[src/rtl/pwm_frame_ctrl_if.sv]
// Upstream pixel-word stream into the PWM frame controller (valid/ready).
interface pwm_frame_ctrl_if #(
  parameter int DWIDTH = 8
);
  logic              s_valid;
  logic [DWIDTH-1:0] s_data;
  logic              s_ready;

  modport master (output s_valid, output s_data, input s_ready);
  modport slave  (input s_valid, input s_data, output s_ready);
endinterface

[src/rtl/pwm_frame_ctrl.sv]
// Line sequencer for a PWM channel array: shifts in one line of pixel words,
// latches it into the compare registers and runs the shared prescaled count.
module pwm_frame_ctrl #(
  parameter int DWIDTH   = 8,
  parameter int STAGE    = 8,
  parameter int PRESCALE = 1
) (
  input  logic              clk,
  input  logic              rst,
  input  logic              start,
  input  logic              stop,
  pwm_frame_ctrl_if.slave   s_if,
  output logic              sh_en,
  output logic [DWIDTH-1:0] sh_data,
  output logic              latch,
  output logic [DWIDTH-1:0] count,
  output logic              pwm_run,
  output logic              frame_done,
  output logic              underrun
);
  localparam int WCW = $clog2(STAGE + 1);
  localparam int PW  = (PRESCALE > 1) ? $clog2(PRESCALE) : 1;
  localparam logic [WCW-1:0]    WC_FULL  = WCW'(STAGE);
  localparam logic [PW-1:0]     PRE_LAST = PW'(PRESCALE - 1);
  localparam logic [DWIDTH-1:0] CNT_LAST = {DWIDTH{1'b1}};

  typedef enum logic [1:0] {
    IDLE  = 2'd0,
    FILL  = 2'd1,
    LATCH = 2'd2,
    RUN   = 2'd3
  } state_e;

  state_e            state_q, state_d;
  logic [WCW-1:0]    wcnt_q, wcnt_d;
  logic [PW-1:0]     pre_q, pre_d;
  logic [DWIDTH-1:0] count_q, count_d;
  logic              stop_pending_q, stop_pending_d;
  logic              underrun_q, underrun_d;

  logic              ready_s;
  logic              xfer_s;
  logic              tick_s;
  logic              period_end_s;
  logic              latch_s;
  logic              frame_done_s;
  logic [WCW-1:0]    wcnt_inc_s;

  // Handshake qualification and prescaled period-end detection.
  always_comb begin
    ready_s      = ((state_q == FILL) || (state_q == RUN)) && (wcnt_q < WC_FULL);
    xfer_s       = s_if.s_valid && ready_s;
    wcnt_inc_s   = wcnt_q + WCW'(xfer_s);
    tick_s       = (state_q == RUN) && (pre_q == PRE_LAST);
    period_end_s = tick_s && (count_q == CNT_LAST);
  end

  // Next-state and strobe decode for the line sequencer.
  always_comb begin
    state_d        = state_q;
    wcnt_d         = wcnt_inc_s;
    pre_d          = pre_q;
    count_d        = count_q;
    stop_pending_d = stop_pending_q;
    underrun_d     = underrun_q;
    latch_s        = 1'b0;
    frame_done_s   = 1'b0;
    case (state_q)
      IDLE: begin
        wcnt_d         = '0;
        pre_d          = '0;
        count_d        = '0;
        stop_pending_d = 1'b0;
        if (start && !stop) begin
          state_d    = FILL;
          underrun_d = 1'b0;
        end else begin
          state_d = IDLE;
        end
      end
      FILL: begin
        // A stop discards the partial line; the next start needs a full line.
        if (stop) begin
          state_d = IDLE;
          wcnt_d  = '0;
        end else if (wcnt_inc_s == WC_FULL) begin
          state_d = LATCH;
        end else begin
          state_d = FILL;
        end
      end
      LATCH: begin
        latch_s = 1'b1;
        wcnt_d  = '0;
        pre_d   = '0;
        count_d = '0;
        state_d = RUN;
        if (stop) begin
          stop_pending_d = 1'b1;
        end else begin
          stop_pending_d = stop_pending_q;
        end
      end
      RUN: begin
        pre_d   = tick_s ? '0 : (pre_q + PW'(1'b1));
        count_d = tick_s ? (count_q + DWIDTH'(1'b1)) : count_q;
        if (period_end_s) begin
          frame_done_s = 1'b1;
          pre_d        = '0;
          count_d      = '0;
          if (stop_pending_q || stop) begin
            state_d        = IDLE;
            wcnt_d         = '0;
            stop_pending_d = 1'b0;
          end else if (wcnt_q == WC_FULL) begin
            // Seamless reload: the next line was ready in time.
            latch_s = 1'b1;
            wcnt_d  = '0;
            state_d = RUN;
          end else begin
            underrun_d = 1'b1;
            state_d    = FILL;
          end
        end else begin
          state_d = RUN;
          if (stop) begin
            stop_pending_d = 1'b1;
          end else begin
            stop_pending_d = stop_pending_q;
          end
        end
      end
      default: begin
        state_d        = IDLE;
        wcnt_d         = '0;
        pre_d          = '0;
        count_d        = '0;
        stop_pending_d = 1'b0;
      end
    endcase
  end

  // State and datapath registers with synchronous reset.
  always_ff @(posedge clk) begin
    if (rst) begin
      state_q        <= IDLE;
      wcnt_q         <= '0;
      pre_q          <= '0;
      count_q        <= '0;
      stop_pending_q <= 1'b0;
      underrun_q     <= 1'b0;
    end else begin
      state_q        <= state_d;
      wcnt_q         <= wcnt_d;
      pre_q          <= pre_d;
      count_q        <= count_d;
      stop_pending_q <= stop_pending_d;
      underrun_q     <= underrun_d;
    end
  end

  assign s_if.s_ready = ready_s;
  assign sh_en        = xfer_s;
  assign sh_data      = s_if.s_data;
  assign latch        = latch_s;
  assign frame_done   = frame_done_s;
  assign count        = count_q;
  assign pwm_run      = (state_q == RUN);
  assign underrun     = underrun_q;
endmodule

[src/flat_wrapper.sv]
// flat-port wrapper written by rule: the top's interface ports become plain ports
module pwm_frame_ctrl_flat 
#(
  parameter int DWIDTH   = 8,
  parameter int STAGE    = 8,
  parameter int PRESCALE = 1
)
  (clk, rst, start, stop, sh_en, sh_data, latch, count, pwm_run, frame_done, underrun, s_if_s_valid, s_if_s_data, s_if_s_ready);
  pwm_frame_ctrl_if #(.DWIDTH(DWIDTH)) s_if_i ();
  input  logic clk;
  input  logic rst;
  input  logic start;
  input  logic stop;
  output logic sh_en;
  output logic [DWIDTH-1:0] sh_data;
  output logic latch;
  output logic [DWIDTH-1:0] count;
  output logic pwm_run;
  output logic frame_done;
  output logic underrun;
  input wire logic [$bits(s_if_i.s_valid)-1:0] s_if_s_valid;
  input wire logic [$bits(s_if_i.s_data)-1:0] s_if_s_data;
  output wire logic [$bits(s_if_i.s_ready)-1:0] s_if_s_ready;
  assign s_if_i.s_valid = s_if_s_valid;
  assign s_if_i.s_data = s_if_s_data;
  assign s_if_s_ready = s_if_i.s_ready;
  pwm_frame_ctrl #(.DWIDTH(DWIDTH), .STAGE(STAGE), .PRESCALE(PRESCALE)) u_core (.clk(clk), .rst(rst), .start(start), .stop(stop), .s_if(s_if_i), .sh_en(sh_en), .sh_data(sh_data), .latch(latch), .count(count), .pwm_run(pwm_run), .frame_done(frame_done), .underrun(underrun));
endmodule
[config.mk]
export PLATFORM = sky130hd
export DESIGN_NAME = pwm_frame_ctrl_flat
export DESIGN_NICKNAME = d
export VERILOG_FILES = /design/src/rtl/pwm_frame_ctrl_if.sv /design/src/rtl/pwm_frame_ctrl.sv /design/src/flat_wrapper.sv
export SDC_FILE = /design/constraint.sdc
export NUM_CORES = 1
export LEC_CHECK = 0
export CELL_PAD_IN_SITES_DETAIL_PLACEMENT = 1
export CELL_PAD_IN_SITES_GLOBAL_PLACEMENT = 2
export CORE_ASPECT_RATIO = 1.75
export CORE_MARGIN = 5
export CORE_UTILIZATION = 26
export CTS_BUF_LIST = sky130_fd_sc_hd__clkbuf_8
export CTS_CLUSTER_DIAMETER = 200
export DETAILED_ROUTE_END_ITERATION = 10
export GPL_TIMING_DRIVEN = 0
export MAX_ROUTING_LAYER = met4
export PLACE_DENSITY_LB_ADDON = 0.08
export SYNTH_ARGS = -nofsm -noshare
export SYNTH_HDL_FRONTEND = slang
export SYNTH_SLANG_ARGS = --single-unit
export TNS_END_PERCENT = 5
[constraint.sdc]
create_clock -name clk -period 2.52 [get_ports clk]
set_clock_uncertainty 0.2 [all_clocks]
set_input_delay 0.378 -clock clk [delete_from_list [all_inputs] [get_ports clk]]
set_output_delay 0.378 -clock clk [all_outputs]
set_load 0.1 [all_outputs]
==> results.cfg <==
[floorplan]
ioPinCount = 35
fp-row-count = 30
die_area_mm2 = 0.00545
die_y_um = 94.0
chipWidth_um = 58.0
initial_core_util_pct = 26.8
core_area_mm2 = 0.00390

[synth]
netlist_instances = 123
yosys.area.top_type = dfxtp_1
yosys.cell_types.count = 40
synth_top_area_share_pct = 32.5
synth_area_leaders = dfxtp_1, ha_1, buf_4
synth_edf_count = 0
ys_seq_area_share_pct = 32.5
synth_area_per_cell_um2 = 8.51
syn_area_mm2 = 0.00105
ys.flop_type = dfxtp_1
ys_warn_count = 0
syn-num-nets = 145
async_reset_ff_share_pct = 0
ys_seq_elements = 17

[route]
first_pass_iters = 2
via_per_inst = 4.86
dr_total_vias = 971
routed-wl-met2_mm = 1.76
route.detailed.wl_per_inst_um = 14.5
drt-initial-drc-count = 6
met3_length_um = 66
totalWireLength_mm = 2.90
antenna_left = 0
wl_met1_mm = 1.03
top_layer = met4
remaining_drc_errors = 0

[sta]
setup_viol = 0
slew_violations = 0
period_needed_ns = 2.48
finalCritPeriodShare_pct = 98.3
rsz0062_at_grt = true
hold_viol = 0
max_slew_margin_pct = 33.9
setup-tns-final_ns = 0
worstMarginPinSlew_ns = 0.988
timing.fmax_ghz = 0.404

[worst_hold_path]
min_path_type = in2reg

[placement]
dp_cells = 196
port-buffer-count = 25
dp_hpwl_mm = 2.37
place_congestion = 0.698

[setup_path]
path_max_fanout = 4
crit_buf_inv = 1
crit_path_max_incr_delay_ns = 1.12
crit_chain = ha_4 -> clkdlybuf4s50_1
critPathTopFamily = buffers and inverters
worstPathArrival_ns = 1.90
start_kind = flop
cp_data_required_time_ns = 1.94
cp-end-kind = output port
path_class = reg2out
crit_slowest_cell = clkdlybuf4s50_1

[cts]
cts_tree = yes
root_buffer = clkbuf_8
cts.sinks = 17
htreeDepth = 1
cts_buffer_depth = 2
post_cts_buffers = 0
insertion_delay_ns = 0.25
clkTransAtPathRegs_ns = 0.07
numCtsBuffers = 3

[layout]
instances_no_fill = 200
syn_to_final_growth_pct = 45.2
fillers = 484
insertedDiodeCount = 0
finish.net_count = 175
utilization_pct = 38.9
drive_above_1_share_pct = 27.0

[global_route]
grt_use_total_pct = 12.3
grt_max_degree = 10
grt_pass1_wl_mm = 5.01
overflow = 0
antenna_found_initial = 0
grt_pass1_vias = 1087

[pwr]
peakVddDrop_uv = 231
leakagePower_nw = 0.568
power_density_mw_per_mm2 = 424

[outcome]
status = finished clean

[flow_run]
drv_cap = 0
==> sequential cells by signal, indices dropped and copies added, names as in the netlist <==
name	flops
u_core.count	8
u_core.pre_q	1
u_core.state_q	2
u_core.underrun	1
u_core.wcnt_q	4
u_core.stop_pending_q	1
==> cell families after synthesis <==
logic type | after synthesis | share of synthesized area (%)
buffers and inverters | 17 | 9.80
AND/OR/NAND/NOR | 49 | 24.7
AO/OA/AOI/OAI | 23 | 15.5
flip-flops | 17 | 32.5
XOR/XNOR | 8 | 6.69
adder cells (fa/ha/maj) | 9 | 10.8
==> report_power, final <==
part,internal [W],switching (W)
Combinational,0.0000510,0.000115
Clock,0.000108,0.0000931
Sequential,0.000272,0.00000456
==> path summary, 6_finish.rpt <==
check                    startpoint                end  slack (ns)  cells after the start
setup / recovery  u_core.state_q[0]            pwm_run        0.04                      2
hold / removal                  rst       u_core.pre_q        0.32                      2
setup reg to reg  u_core.state_q[1]  u_core.state_q[0]        0.14                     11
hold reg to reg        u_core.pre_q       u_core.pre_q        0.33                      2
==> through the flow <==
stage	instance area [µm²]	hold WS [ns]	total power, W	setup WS, ns
after floorplan	1130	0.276	0.000413	-0.671
after global placement	1440	0.317	0.000449	-0.830
after detailed placement	1440	0.322	0.000450	-0.828
after CTS	1480	0.318	0.000662	-0.0274
after global routing	1520	0.355	0.000672	-0.00644
final	1520	0.317	0.000644	0.0440
==> cell type report <==
class | instances | area [µm²] | share of cell area, %
multi-input cells | 89 | 718 | 47.2
flip-flops and latches | 17 | 343 | 22.6
well taps | 48 | 60.1 | 3.95
clock inverters | 1 | 3.75 | 0.247
plain buffers | 11 | 80.1 | 5.27
inverters | 6 | 22.5 | 1.48
clock buffers | 3 | 41.3 | 2.72
repair buffers | 25 | 251 | 16.5
==> timing repair <==
action / in CTS / in global routing
gates cloned: 0 / 0
hold buffers: 0 / 0
gates resized for setup: 17 / 10
pin swaps: 0 / 2
setup endpoints to repair: 4 / 3
==> synthesized netlist by cell type (all sizes together), types with 2 or more instances <==
cell / n
buf: 10
ha: 9
dfxtp: 17
o21ai: 4
and2: 3
and3: 5
nand3: 3
nor3: 2
nand2: 8
xor2: 6
nand4: 3
a211oi: 2
a21oi: 7
xnor2: 2
nor2: 16
inv: 6
==> layer usage <==
layer,vias to the layer above,GRT usage [%]
met5,-,-
met3,4,1.38
li1,482,-
met4,0,5.80
met2,15,23.4
met1,470,11.8
==> layout by cell type, fill, tap and decap left out, types with 4 or more instances in the layout <==
cell type and n:
inv_1 5, xor2_1 6, ha_1 4, dfxtp_1 15, and3_1 5, a21oi_1 6
clkdlybuf4s50_1 21, nor2_1 12, buf_4 8, nand2_1 8
Note: power is estimated with default switching activity, not from simulation.
